File: config.mk
export PLATFORM = sky130hd
export DESIGN_NAME = pipeline_hazard_ctrl
export DESIGN_NICKNAME = d
export VERILOG_FILES = /design/src/rtl/pipeline_hazard_ctrl.sv
export SDC_FILE = /design/constraint.sdc
export NUM_CORES = 1
export LEC_CHECK = 0
export ABC_AREA = 1
export CAP_MARGIN = 5
export CORE_MARGIN = 2
export CORE_UTILIZATION = 30
export CTS_CLUSTER_DIAMETER = 100
export DETAILED_ROUTE_END_ITERATION = 8
export MAX_ROUTING_LAYER = met4
export PLACE_DENSITY = 0.79
export SYNTH_ARGS = -nofsm -noshare
export SYNTH_HDL_FRONTEND = slang
export SYNTH_SLANG_ARGS = --single-unit
File: constraint.sdc
create_clock -name stg_clk -period 2.5 [get_ports stg_clk]
set_clock_uncertainty 0.1 [all_clocks]
set_input_delay 0.75 -clock stg_clk [delete_from_list [all_inputs] [get_ports stg_clk]]
set_output_delay 0.75 -clock stg_clk [all_outputs]
set_load 0.005 [all_outputs]
File: src/rtl/pipeline_hazard_ctrl.sv
// rtl/pipeline_hazard_ctrl.sv - stage-latch enable/bubble sequencer for the RV32 pipeline (optional PIPE_HAZARD_CTRL_PERF_EN counters)
module pipeline_hazard_ctrl #(
    parameter int LUSE_CYC  = 1,
    parameter int FLUSH_CYC = 1,
    parameter int MEM_TMO   = 255
) (
    input  logic        stg_clk,
    input  logic        reset,
    input  logic        dec_valid,
    input  logic [4:0]  dec_rs1,
    input  logic [4:0]  dec_rs2,
    input  logic        dec_rs1_used,
    input  logic        dec_rs2_used,
    input  logic        ex_valid,
    input  logic [4:0]  ex_rd,
    input  logic        ex_rd_memory,
    input  logic        ex_save_to_reg,
    input  logic        br_resolve,
    input  logic        br_mispredict,
    input  logic        mem_req,
    input  logic        mem_ready,
    output logic [4:0]  stg_ena,
    output logic [4:0]  stg_x,
    output logic        redirect,
    output logic        stalled,
    output logic        mem_err,
    output logic [31:0] perf_stall,
    output logic [31:0] perf_flush
);

    typedef enum logic [2:0] {
        ST_INIT,
        ST_RUN,
        ST_LUSE,
        ST_FLUSH,
        ST_MEM_WAIT
    } state_t;

    localparam logic [7:0] LUSE_LEN  = 8'(LUSE_CYC - 1);
    localparam logic [7:0] FLUSH_LEN = 8'(FLUSH_CYC - 1);
    localparam logic [7:0] TMO_LIM   = 8'(MEM_TMO);

    state_t     state_q, state_d;
    logic [7:0] cnt_q, cnt_d;
    logic       mem_err_q, mem_err_d;
    logic       hazard;
    logic       mispredict;
    logic       mem_hold;

    always_comb begin
        hazard = ex_valid & ex_rd_memory & ex_save_to_reg & (ex_rd != 5'd0) & dec_valid
               & ((dec_rs1_used & (dec_rs1 == ex_rd)) | (dec_rs2_used & (dec_rs2 == ex_rd)));
        mispredict = br_resolve & br_mispredict;
        mem_hold   = mem_req & ~mem_ready;
    end

    // cnt_q holds remaining LUSE/FLUSH cycles, or elapsed MEM_WAIT cycles
    always_comb begin
        state_d   = state_q;
        cnt_d     = cnt_q;
        mem_err_d = mem_err_q;
        stg_ena   = 5'b11111;
        stg_x     = 5'b00000;
        redirect  = 1'b0;
        case (state_q)
            ST_INIT: begin
                stg_x   = 5'b11111;
                state_d = ST_RUN;
            end
            ST_RUN: begin
                if (mem_hold) begin
                    stg_ena = 5'b10000;
                    stg_x   = 5'b10000;
                    cnt_d   = 8'd0;
                    state_d = ST_MEM_WAIT;
                end else if (mispredict) begin
                    stg_x    = 5'b00110;
                    redirect = 1'b1;
                    if (FLUSH_CYC > 1) begin
                        cnt_d   = FLUSH_LEN;
                        state_d = ST_FLUSH;
                    end
                end else if (hazard) begin
                    stg_ena = 5'b11100;
                    stg_x   = 5'b00100;
                    if (LUSE_CYC > 1) begin
                        cnt_d   = LUSE_LEN;
                        state_d = ST_LUSE;
                    end
                end
            end
            ST_LUSE: begin
                stg_ena = 5'b11100;
                stg_x   = 5'b00100;
                if (cnt_q <= 8'd1) begin
                    cnt_d   = 8'd0;
                    state_d = ST_RUN;
                end else begin
                    cnt_d = cnt_q - 8'd1;
                end
            end
            ST_FLUSH: begin
                if (mispredict) begin
                    stg_x    = 5'b00110;
                    redirect = 1'b1;
                    cnt_d    = FLUSH_LEN;
                end else begin
                    stg_x = 5'b00010;
                    if (cnt_q <= 8'd1) begin
                        cnt_d   = 8'd0;
                        state_d = ST_RUN;
                    end else begin
                        cnt_d = cnt_q - 8'd1;
                    end
                end
            end
            ST_MEM_WAIT: begin
                if (mem_ready) begin
                    state_d = ST_RUN;
                end else if (cnt_q == TMO_LIM) begin
                    stg_x     = 5'b01000;
                    mem_err_d = 1'b1;
                    state_d   = ST_RUN;
                end else begin
                    stg_ena = 5'b10000;
                    stg_x   = 5'b10000;
                    cnt_d   = (cnt_q == 8'hFF) ? cnt_q : cnt_q + 8'd1;
                end
            end
            default: begin
                state_d = ST_INIT;
            end
        endcase
        if (reset) begin
            stg_ena  = 5'b11111;
            stg_x    = 5'b11111;
            redirect = 1'b0;
        end
        stalled = reset | (state_q != ST_RUN) | hazard;
    end

    always_ff @(posedge stg_clk) begin
        if (reset) begin
            state_q   <= ST_INIT;
            cnt_q     <= 8'd0;
            mem_err_q <= 1'b0;
        end else begin
            state_q   <= state_d;
            cnt_q     <= cnt_d;
            mem_err_q <= mem_err_d;
        end
    end

    assign mem_err = mem_err_q;

`ifdef PIPE_HAZARD_CTRL_PERF_EN
    logic [31:0] perf_stall_q, perf_stall_d;
    logic [31:0] perf_flush_q, perf_flush_d;

    always_comb begin
        perf_stall_d = perf_stall_q;
        perf_flush_d = perf_flush_q;
        if (stalled && (perf_stall_q != 32'hFFFF_FFFF)) begin
            perf_stall_d = perf_stall_q + 32'd1;
        end
        if (redirect && (perf_flush_q != 32'hFFFF_FFFF)) begin
            perf_flush_d = perf_flush_q + 32'd1;
        end
    end

    always_ff @(posedge stg_clk) begin
        if (reset) begin
            perf_stall_q <= 32'd0;
            perf_flush_q <= 32'd0;
        end else begin
            perf_stall_q <= perf_stall_d;
            perf_flush_q <= perf_flush_d;
        end
    end

    assign perf_stall = perf_stall_q;
    assign perf_flush = perf_flush_q;
`else
    assign perf_stall = 32'd0;
    assign perf_flush = 32'd0;
`endif

endmodule

After elaboration in Yosys (flattened, before gate mapping)
Cells that the tools add are included.

Logic and storage cells: 69. Input port bits: 27. Register bits: 12. Output and inout bits: 77.

Multiplexer cells: 31. Eq/ne operators: 13. Order comparisons: 1. $add $sub $neg: 2. Reductions and logical operators: 6. Bitwise logic cells: 13.

Operators by type and width (count): two-way mux 8 bit (5); case mux 8 bit (4 select lines) (1); two-way mux 5 bit (5); case mux 5 bit (5 select lines) (1); two-way mux 3 bit (8); case mux 3 bit (5 select lines) (1); two-way mux 4 bit (3); case mux 4 bit (3 select lines) (1); == test 5 bit (2); AND 1 bit (9); adder 8 x 1 -> 8 bit (second input constant) (1); == test 8 bit (second input constant) (1); less-or-equal comparator 8 x 1 -> 1 bit (second input constant) (1); != test 2 bit (second input constant) (4); subtractor 8 x 1 -> 8 bit (second input constant) (1); == test 3 x 2 -> 1 bit (second input constant) (2); AND reduction 3 bit (2); nonzero test 5 bit (1); two-way mux 2 bit (2); AND reduction 4 bit (1); nonzero test 4 bit (1); == test 3 x 1 -> 1 bit (second input constant) (1); == test 3 bit (second input constant) (1); zero test 3 bit (1); 6 further kinds (10).

Logic depth before layout (Yosys ltp)
Depth in word-level cells: 10. Depth in mapped cells: 10. Mapped depth without buffers: 9.

Worst setup path before layout
No wires, ideal clock.

Kind: input to output. Start: input port mem_ready. End: output port stg_ena[1]. Required time: 1.650 ns. Slack: 0.174 ns. Path buffers: 1. Stages on the path: 7. Arrival: 1.476 ns. Cell sequence: inv_1 nand2_1 nand2_2 nor2_1 nor3_1 nand2_1 buf_4.

Cells in the longest elaborated chain, start to end: 5. Elaborated cells on any way between the ends: 6. Classes of those cells: mux: 4; bitwise: 2.

Ends and longest elaborated chain: from (decl) (RTL line 21) `input logic mem_ready,`; inverter 1 bit (no source line); AND 1 bit (RTL line 54) `mem_hold = mem_req & ~mem_ready;`; two-way mux 4 bit (RTL line 71) `if (mem_hold) begin`; case mux 4 bit (3 select lines) (*) (RTL line 65) `case (state_q)`; two-way mux 5 bit (*) (RTL line 134) `if (reset) begin`; to (decl) (RTL line 22) `output logic [4:0] stg_ena,`.

Every way passes the cells marked *; elsewhere a longest branch is shown, timed or not.

Worst setup path after layout
Start: input port ex_rd[2]. End: output port stg_ena[1].

Cells in the longest elaborated chain, start to end: 9. Elaborated cells on any way between the ends: 14. Classes of those cells: eq/ne: 2; mux: 5; bitwise: 6; reduce/logical: 1.

Ends and longest elaborated chain: from (decl) (RTL line 15) `input logic [4:0] ex_rd,`; == test 5 bit / nonzero test 5 bit (equally long branches) (RTL line 52, 51); AND 1 bit (on tied branches) (RTL line 52, 51); OR 1 bit / AND 1 bit (equally long branches) (RTL line 52, 51); AND 1 bit (*) (RTL line 52) `& ((dec_rs1_used & (dec_rs1 == ex_rd)) | (dec_rs2_used & (dec_rs2 == ex_rd)));`; two-way mux 2 bit (*) (RTL line 83) `end else if (hazard) begin`; two-way mux 2 bit (*) (RTL line 76) `end else if (mispredict) begin`; two-way mux 4 bit (*) (RTL line 71); case mux 4 bit (3 select lines) (*) (RTL line 65); two-way mux 5 bit (*) (RTL line 134).

Marked as above.

==> flow_summary_export.csv <==
group,metric,value,unit
worst_setup_path,rr_worst_depth,10,
pwr,vdd.ir_drop.worst,0.000145,V
timing,post-route-period-util,0.993,
cts,htree_num_levels,1,
synthesis,syn_area,1590,um2
cts,cts.clk_slew.worst_paths,0.05,ns
grt,antenna_found_initial,0,
synthesis,syn_area_per_cell,6.06,um2
worst_setup_path,r2r_setup_slack,0.77,ns
final_layout,antenna_cells,0,
final_layout,layout_commonest_cell,"conb_1",
worst_setup_path,cp_slowest_cell,"buf_2",
grt,grt_pass1_wl,5.60,mm
worst_setup_path,critPathMostFrequentCell,"nand2_1",
routing,avgRoutedWirePerCell,9.01,um
timing,fmax,403,MHz
routing,vias,1551,
worst_setup_path,crit_family,"simple AND/OR/NAND/NOR gates",
worst_setup_path,r2r-start,"state_q[0]$_SDFFE_PP0P_",
floorplanning,core_area,5110,um2
placed_design,portBuffers,38,
final_layout,area_delta_synth_final,28.9,%
worst_setup_path,crit_path_end_kind,"primary output",
synthesis,yosys_warnings,0,
grt,grtUsageTotal,0.118,
pwr,power,0.689,mW
final_layout,layoutNonFillerInstCount,400,
floorplanning,io_pins,104,
routing,first_pass_iters,4,
final_layout,fin_util,0.402,
grt,grt_max_degree,11,
floorplanning,dieWidth,76.9,um
floorplanning,core.rowCount,26,
synthesis,synthCells,263,
floorplanning,die-height,76.9,um
job,cap_violations,0,
placed_design,post-place-cells,393,
routing,wirelength,3.60,mm
timing,drv_slew,0,
worst_hold_path,min_path_cells,2,
routing,ant_nets,0,
placed_design,hpwlAfterDp,2.95,mm
pwr,power_density,335,nW/um2
worst_setup_path,path_depth,11,
run_status,status,"completed",
routing,viasPerCell,3.88,
worst_setup_path,critical_path.startpoint_type,"primary input",
worst_setup_path,critical_path.max_stage_delay,0.13,ns
worst_hold_path,hp-start,"mem_err$_SDFFE_PP0P_",
cts,clock_latency,0.24,ns
final_layout,drive_above_1_share,0.294,
floorplanning,initial_core_util,0.312,
placed_design,gp_congestion,0.853,
cts,clock_path_buffers,2,
worst_setup_path,arrival,1.63,ns
worst_hold_path,whs_endpoint,"mem_err$_SDFFE_PP0P_",
timing,setup_violations,0,
timing,hold_viol_final,0,
cts,cts_buffers,3,
worst_setup_path,crit_fanout,3,
worst_setup_path,timing.critical_path.buf_inv,3,
timing,whs,0.353,ns
cts,clock_sinks,11,
final_layout,layout_common_cells,"conb_1, nand2_1, buf_4",
cts,clock-root-buffer,"clkbuf_8",
worst_setup_path,worstReg2RegEnd,"cnt_q[7]$_SDFFE_PP0P_",
routing,drt_iter0_markers,62,
worst_setup_path,crit_type,"in2out",
worst_setup_path,crit_chain,"buf_8, buf_6, nand2_2, nand2_2, nor2_2, nand3_1, nand2_1, nand2_1, nand2_1, nand2_1, buf_2",
worst_hold_path,holdCritPathClass,"reg2reg",
timing,period_needed,2.48,ns
pwr,p_leak,1.09,nW
cts,cts_tree,"yes",
routing,drc,0,
final_layout,fin_nets,364,
timing,rsz0062_at_grt,"true",
placed_design,preCtsSetupSlack,-0.748,ns
synthesis,yosysSeqAreaShare,0.138,
synthesis,ys_ff_latch,11,
worst_setup_path,cp.required,1.65,ns
grt,grt_pass1_vias,1328,
floorplanning,die-area,5910,um2
grt,grt_overflow,0,
synthesis,ys_types,28,
timing,fin_ws,0.0173,ns
## power by group
group / leakage [nW] / switching [mW] / internal [mW]
combinational: 0.974 / 0.178 / 0.142
clock: 0.0228 / 0.0644 / 0.112
sequential: 0.0893 / 0.00683 / 0.186
total: 1.09 / 0.249 / 0.440
## registers in the layout, indices dropped and copies added, names as in the netlist
signal and flops:
state_q 2, mem_err 1, cnt_q 8
## synthesized netlist by cell type
cell type,number,area share
a21oi_1,7,0.022
a21oi_2,2,0.011
a31oi_1,1,0.0039
and3_1,1,0.0039
buf_4,67,0.32
clkbuf_1,1,0.0024
clkinv_1,1,0.0024
conb_1,2,0.0047
dfxtp_1,11,0.14
ha_1,6,0.047
inv_1,33,0.078
inv_2,2,0.0047
nand2_1,67,0.16
nand2_2,3,0.012
nand3_1,10,0.031
nand3_4,2,0.022
nand4_1,3,0.012
nor2_1,30,0.071
nor2_2,2,0.0079
nor2_4,1,0.0071
nor3_1,3,0.0094
nor3b_1,1,0.0047
o21a_2,1,0.0055
o21ai_1,2,0.0063
o21bai_1,1,0.0047
o22ai_1,1,0.0039
xnor2_1,1,0.0055
xor2_1,1,0.0055
## layout make-up
type	count	area (um2)
Multi-Input combinational cell	211	1060
Inverter	36	138
Sequential cell	11	220
Fill cell	547	3050
Timing Repair Buffer	68	503
Tap cell	70	87.6
Clock buffer	4	45.0
## kinds of logic (layout without fill, tap and decap cells)
| logic type | Yosys count | in the layout | synth area share |
|---|---|---|---|
| adders and majority gates | 6 | 6 | 0.0471 |
| xor gates and xnor gates | 2 | 2 | 0.0110 |
| buffers and inverters | 104 | 108 | 0.403 |
| AOI/OAI and AO/OA | 15 | 15 | 0.0574 |
| other | 2 | 65 | 0.00472 |
| and+or+nand+nor | 123 | 123 | 0.339 |
| DFF | 11 | 11 | 0.138 |
## worst reg2reg max path, cell delays in order, from the launching register on
cell	delay (ns)
dfxtp_1	0.36
inv_1	0.09
ha_1	0.30
nand2_2	0.11
buf_4	0.10
o21a_2	0.16
nand3_4	0.15
nand2_2	0.09
clkinv_1	0.05
nor2_1	0.08
nor2_1	0.04
## metrics by stage
stage	setup TNS (ns)	cell area, um2
floorplan	0	1830
global placement	-6.95	1990
detailed placement	-7.13	1990
CTS	-0.0210	2040
global route	-0.185	2050
finish	0	2050
## worst max-delay path by stage
stage	start	endpoint	slack, ns
final	ex_rd[2]	stg_ena[1]	0.02
after global routing	ex_rd[2]	stg_ena[0]	-0.06
after CTS	ex_rd[2]	stg_ena[0]	-0.007
after detailed placement	ex_rd[2]	stalled	-0.75
after global placement	ex_rd[2]	stalled	-0.73
after floorplan	mem_ready	stg_ena[1]	0.17
## layer usage
metal | part of all wire | GRT usage | up-vias
met5 | 0 | - | -
met4 | 0.012 | 0.0291 | 0
met3 | 0.050 | 0.0212 | 4
met2 | 0.53 | 0.222 | 57
met1 | 0.41 | 0.127 | 692
li1 | - | - | 798
## timing repair
action | CTS | global route
setup buffers | 3 | 0
setup endpoints to repair | 11 | 10
pin swaps | 32 | 16
hold buffers | 0 | 0
resized for setup | 119 | 28
No activity file was read; power rests on OpenSTA's default activity.
